## config.mk

```make
export PLATFORM = sky130hd
export DESIGN_NAME = i2c_target_stream_rx
export DESIGN_NICKNAME = d
export VERILOG_FILES = /design/src/rtl/i2c_target_stream_rx.sv
export SDC_FILE = /design/constraint.sdc
export NUM_CORES = 1
export LEC_CHECK = 0
export ABC_CLOCK_PERIOD_IN_PS = 2300
export CAP_MARGIN = 15
export CORE_MARGIN = 3
export CORE_UTILIZATION = 30
export DETAILED_ROUTE_END_ITERATION = 10
export PLACE_DENSITY = 0.55
export SETUP_SLACK_MARGIN = 0.2
export SLEW_MARGIN = 20
export SYNTH_ARGS = -nofsm -noshare
export SYNTH_HDL_FRONTEND = slang
export SYNTH_SLANG_ARGS = --single-unit
```

## constraint.sdc

```tcl
create_clock -name clk -period 2.3 [get_ports clk]
set_clock_uncertainty 0.15 [all_clocks]
set_input_delay 0.23 -clock clk [delete_from_list [all_inputs] [get_ports clk]]
set_output_delay 0.23 -clock clk [all_outputs]
set_load 0.02 [all_outputs]
```

## src/rtl/i2c_target_stream_rx.sv

```systemverilog
// I2C target write receiver: matches a 7-bit address, ACKs bytes and streams them out.
// Ports: clk/rst_n, en, scl_i/sda_i in, scl_oe/sda_oe drives, tdata/tvalid/tready stream, status.
module i2c_target_stream_rx #(
  parameter logic [6:0] TARGET_ADDR = 7'h50,
  parameter int         SYNC_STAGES = 2
) (
  input  logic       clk,
  input  logic       rst_n,
  input  logic       en,
  input  logic       scl_i,
  input  logic       sda_i,
  output logic       scl_oe,
  output logic       sda_oe,
  output logic [7:0] tdata,
  output logic       tvalid,
  input  logic       tready,
  output logic       start_det,
  output logic       stop_det,
  output logic       addr_match,
  output logic [7:0] byte_cnt
);

  typedef enum logic [2:0] {
    IDLE, ADDR, ADDR_ACK, DATA, HOLD, DATA_ACK, IGNORE
  } state_t;

  state_t state;

  logic [SYNC_STAGES-1:0] scl_sync;
  logic [SYNC_STAGES-1:0] sda_sync;
  logic scl_s, sda_s, scl_q, sda_q;
  logic scl_rise, scl_fall, start, stop;
  logic [3:0] bit_cnt;
  logic [7:0] shreg;
  logic [7:0] cnt_inc;
  logic       slot_free;

  // Synchronisers reset to the idle bus level so no edge appears at reset release
  always_ff @(posedge clk or negedge rst_n) begin
    if (!rst_n) begin
      scl_sync <= '1;
      sda_sync <= '1;
      scl_q    <= 1'b1;
      sda_q    <= 1'b1;
    end else begin
      scl_sync <= {scl_sync[SYNC_STAGES-2:0], scl_i};
      sda_sync <= {sda_sync[SYNC_STAGES-2:0], sda_i};
      scl_q    <= scl_s;
      sda_q    <= sda_s;
    end
  end

  assign scl_s    = scl_sync[SYNC_STAGES-1];
  assign sda_s    = sda_sync[SYNC_STAGES-1];
  assign scl_rise = scl_s & ~scl_q;
  assign scl_fall = ~scl_s & scl_q;
  assign start    = scl_s & scl_q & sda_q & ~sda_s;
  assign stop     = scl_s & scl_q & ~sda_q & sda_s;

  assign cnt_inc   = (byte_cnt == 8'hFF) ? byte_cnt : byte_cnt + 8'd1;
  assign slot_free = ~tvalid | tready;

  always_ff @(posedge clk or negedge rst_n) begin
    if (!rst_n) begin
      state      <= IDLE;
      scl_oe     <= 1'b0;
      sda_oe     <= 1'b0;
      tdata      <= '0;
      tvalid     <= 1'b0;
      start_det  <= 1'b0;
      stop_det   <= 1'b0;
      addr_match <= 1'b0;
      byte_cnt   <= '0;
      bit_cnt    <= '0;
      shreg      <= '0;
    end else begin
      start_det <= 1'b0;
      stop_det  <= 1'b0;
      // A load later in this block overrides the drop
      if (tvalid && tready) tvalid <= 1'b0;

      if (!en) begin
        state      <= IDLE;
        scl_oe     <= 1'b0;
        sda_oe     <= 1'b0;
        addr_match <= 1'b0;
        bit_cnt    <= '0;
      end else if (stop) begin
        stop_det   <= 1'b1;
        state      <= IDLE;
        scl_oe     <= 1'b0;
        sda_oe     <= 1'b0;
        addr_match <= 1'b0;
        bit_cnt    <= '0;
      end else if (start) begin
        start_det  <= 1'b1;
        state      <= ADDR;
        scl_oe     <= 1'b0;
        sda_oe     <= 1'b0;
        addr_match <= 1'b0;
        bit_cnt    <= '0;
        byte_cnt   <= '0;
      end else begin
        if (scl_rise && (state == ADDR || state == DATA)
            && bit_cnt != 4'd8) begin
          shreg   <= {shreg[6:0], sda_s};
          bit_cnt <= bit_cnt + 4'd1;
        end
        case (state)
          ADDR: begin
            if (scl_fall && bit_cnt == 4'd8) begin
              if (shreg[7:1] == TARGET_ADDR && !shreg[0]) begin
                sda_oe     <= 1'b1;
                addr_match <= 1'b1;
                state      <= ADDR_ACK;
              end else begin
                state <= IGNORE;
              end
            end
          end
          ADDR_ACK, DATA_ACK: begin
            if (scl_fall) begin
              sda_oe  <= 1'b0;
              bit_cnt <= '0;
              state   <= DATA;
            end
          end
          DATA: begin
            if (scl_fall && bit_cnt == 4'd8) begin
              if (slot_free) begin
                tdata    <= shreg;
                tvalid   <= 1'b1;
                sda_oe   <= 1'b1;
                byte_cnt <= cnt_inc;
                state    <= DATA_ACK;
              end else begin
                scl_oe <= 1'b1;
                state  <= HOLD;
              end
            end
          end
          HOLD: begin
            if (slot_free) begin
              tdata    <= shreg;
              tvalid   <= 1'b1;
              sda_oe   <= 1'b1;
              scl_oe   <= 1'b0;
              byte_cnt <= cnt_inc;
              state    <= DATA_ACK;
            end
          end
          default: ;
        endcase
      end
    end
  end

endmodule

```

==> metrics.cfg <==
[final_layout]
drive_above_1_share_pct=28.1
antenna_cells=0
final_cell_mix=36 x dfrtp_1, 26 x clkdlybuf4s50_1, 18 x nor2_1, 16 x mux2_4, 13 x buf_4
final_cell_area_mm2=0.00282
final_common_cell=dfrtp_1
fin_cells=324
nets=236
area_growth_pct=26.2
final_core_util_pct=40.3

[floorplan]
io_pins=28
die_y_um=92.2
coreArea_mm2=0.00698
dieArea_mm2=0.00851
rows=30
initial_core_util_pct=32.0
die_x_um=92.2

[clocking]
cts_buffers=5
cts_num_sinks=43
cts_tree=built
path_clk_slew_ps=80
root_buffer=clkbuf_8
htree_levels=2
clk_latency_ps=290
clockBufferDepth=2

[power]
p_clk_share_pct=35.0
power.total_mw=1.32
power.internal_mw=1.02
pwr-share-seq_pct=59.3
share_comb_of_total_power_pct=5.6
ir_worst_vdd_uv=229
switching_share_pct=22.8
p_leak_nw=1.22
powerDensity_mw_per_mm2=468
p_switching_mw=0.301

[global_routing]
grt_max_degree=44
grt_pass1_wl_mm=7.82
grt.total_usage_pct=11.4
antenna_found_initial=0
grt_pass1_vias=1529
grt-ovfl-total=0

[place]
io_buffers=27
placed_cell_area_mm2=0.00265
dp_hpwl_mm=3.17
placed_cells=309
place_congestion=0.783

[synth]
ys_warn_count=0
ys_seq_area_share_pct=48.6
synth-async-reset-ratio_pct=100
ys_ff_latch=43
synth_edf_count=0
syn_inst=182
ys_types=55
syn-cell-area_mm2=0.00223
synth_ff_type=dfrtp_1
syn_avg_cell_area_um2=12.3
synth_fp_nets=191

[worst_setup_path]
crit_fanout=8
required_ps=2330
ff2ff_path_depth=7
reg2reg_slack_ps=260
cp_slowest_cell=dfrtp_1
cp-end-kind=flop
path_buf_inv=1
r2r-end=tdata[1]$_DFFE_PN0P_
path_class=flop to flop
crit_chain=inv_2 > ha_4 > and3b_4 > a31oi_1 > or2_4 > nor2_8 > mux2_4
critPathTopFamily=simple AND/OR/NAND/NOR gates
crit_start=bit_cnt[0]$_DFF_PN0_
cp_num_cells=7
worst_ep_arrival_time_ps=2070
endpoint=tdata[1]$_DFFE_PN0P_
cpPeakStageDelay_ps=420
worstSetupStartpointType=flop
reg2reg_from=bit_cnt[0]$_DFF_PN0_

[sta]
setup_viol=0
fin_crit_ps=2040
final_hold_viol_count=0
max_freq_ghz=0.491
worstMarginPinSlew_ps=720
slew_headroom_pct=51.9
drv_slew=0
finalCritPeriodShare_pct=88.5
rsz0062_at_grt=true
tns_ps=0

[run]
max_cap_violations=0

[outcome]
outcome=complete, no violations

[drt]
routedWlPerCell_um=13.7
drtIter0Drc=88
dr.pass1.iters=4
drc_errors=0
vias=1546
drt-total-wl_mm=4.44
detail-route-antenna-nets=0
vias_per_cell=4.77

[worst_hold_path]
min_path_type=input pin to flop
min_path_cells=1

[power by group through the flow]
stage                     Clock [mW]  Sequential [mW]  Combinational [mW]
after floorplan                    0            0.794              0.0330
after global placement             0            0.797              0.0705
after detailed placement           0            0.797              0.0707
after CTS                      0.480            0.783              0.0721
after global routing           0.515            0.785              0.0826
final                          0.462            0.782              0.0744
[registers in the layout (all words and copies together) (netlist names)]
| signal | flops |
|---|---|
| sda_q | 1 |
| sda_oe | 1 |
| byte_cnt | 8 |
| state | 3 |
| shreg | 8 |
| bit_cnt | 4 |
| sda_sync | 2 |
| scl_sync | 2 |
| tdata | 8 |
| start_det | 1 |
| stop_det | 1 |
| scl_oe | 1 |
| addr_match | 1 |
| scl_q | 1 |
| tvalid | 1 |
[worst register-to-register path, delay by kind of cell (launching register included)]
family                   cells  cell delay [ps]
buffers and inverters        1               80
multiplexers                 1              330
AO/OA/AOI/OAI                1               80
AND/OR/NAND/NOR              3              740
adder cells (fa/ha/maj)      1              130
flip-flops                   1              420
[cells in the mapped netlist (2+ instances only)]
| cell | number | area (µm²) |
|---|---|---|
| a211oi_1 | 2 | 15.0 |
| a21boi_0 | 2 | 15.0 |
| a21o_1 | 2 | 15.0 |
| a21oi_1 | 6 | 30.0 |
| a31o_2 | 2 | 17.5 |
| a31oi_1 | 3 | 18.8 |
| and2_1 | 2 | 12.5 |
| clkbuf_1 | 2 | 7.51 |
| dfrtp_1 | 37 | 926 |
| dfstp_2 | 6 | 158 |
| ha_1 | 3 | 37.5 |
| inv_1 | 5 | 18.8 |
| mux2_2 | 2 | 22.5 |
| mux2_4 | 16 | 240 |
| mux2i_1 | 3 | 30.0 |
| nand2_1 | 12 | 45.0 |
| nand2b_1 | 4 | 25.0 |
| nand3_1 | 3 | 15.0 |
| nand4_1 | 2 | 12.5 |
| nand4b_1 | 3 | 26.3 |
| nor2_1 | 18 | 67.6 |
| nor2b_1 | 4 | 25.0 |
| o21ai_0 | 5 | 25.0 |
| o21bai_1 | 2 | 15.0 |
| xnor2_1 | 5 | 43.8 |
| xor2_1 | 2 | 17.5 |
[logic make-up (layout without fill, tap and decap cells)]
group,count (synthesis),count (layout),synth area share [%]
xor+xnor,7,7,2.75
compound gates,37,37,14.4
buf+inv,9,55,1.91
flops,43,43,48.6
simple gates,62,62,17.6
mux,21,21,13.1
fa+ha+maj,3,3,1.68
[worst min-delay path by stage]
| stage | from | endpoint |
|---|---|---|
| CTS | sda_i | sda_sync[0]$_DFF_PN1_ |
| global placement | rst_n | start_det$_DFF_PN0_ |
| finish | sda_i | sda_sync[0]$_DFF_PN1_ |
| floorplan | rst_n | addr_match$_DFFE_PN0P_ |
| global route | scl_i | scl_sync[0]$_DFF_PN1_ |
| detailed placement | rst_n | byte_cnt[4]$_DFFE_PN0P_ |
[layer usage]
metal	part of all wire (%)	global-route usage, %	up-vias	routed length [µm]
li1	-	-	752	-
met3	4.7	3.28	4	210
met4	0.95	2.97	0	42
met1	48	16.2	755	2140
met2	46	17.0	35	2040
met5	0	0	-	0
[repair_timing]
action                                  in CTS  in global routing
hold buffers                                 1                  0
endpoints found under the setup margin       0                 17
buffers inserted                             0                  6
hold endpoints to repair                    37                  0
gates resized for setup                      0                  8
[final cells by class]
class                      count  area (µm²)
clock inverter                 1        7.51
tap                           96         120
sequential                    43        1080
multi-input combinational    130        1120
fill                         693        4170
clock buffer                   7        76.3
timing repair buffer          42         384
inverter                       5        18.8
[per-stage QoR]
stage | hold slack, ps | setup slack, ps
floorplan | -216 | 277
global placement | 188 | 143
detailed placement | 192 | 178
CTS | 183 | 203
global route | 172 | 173
finish | 189 | 265
(Power assumes the default switching activity.)
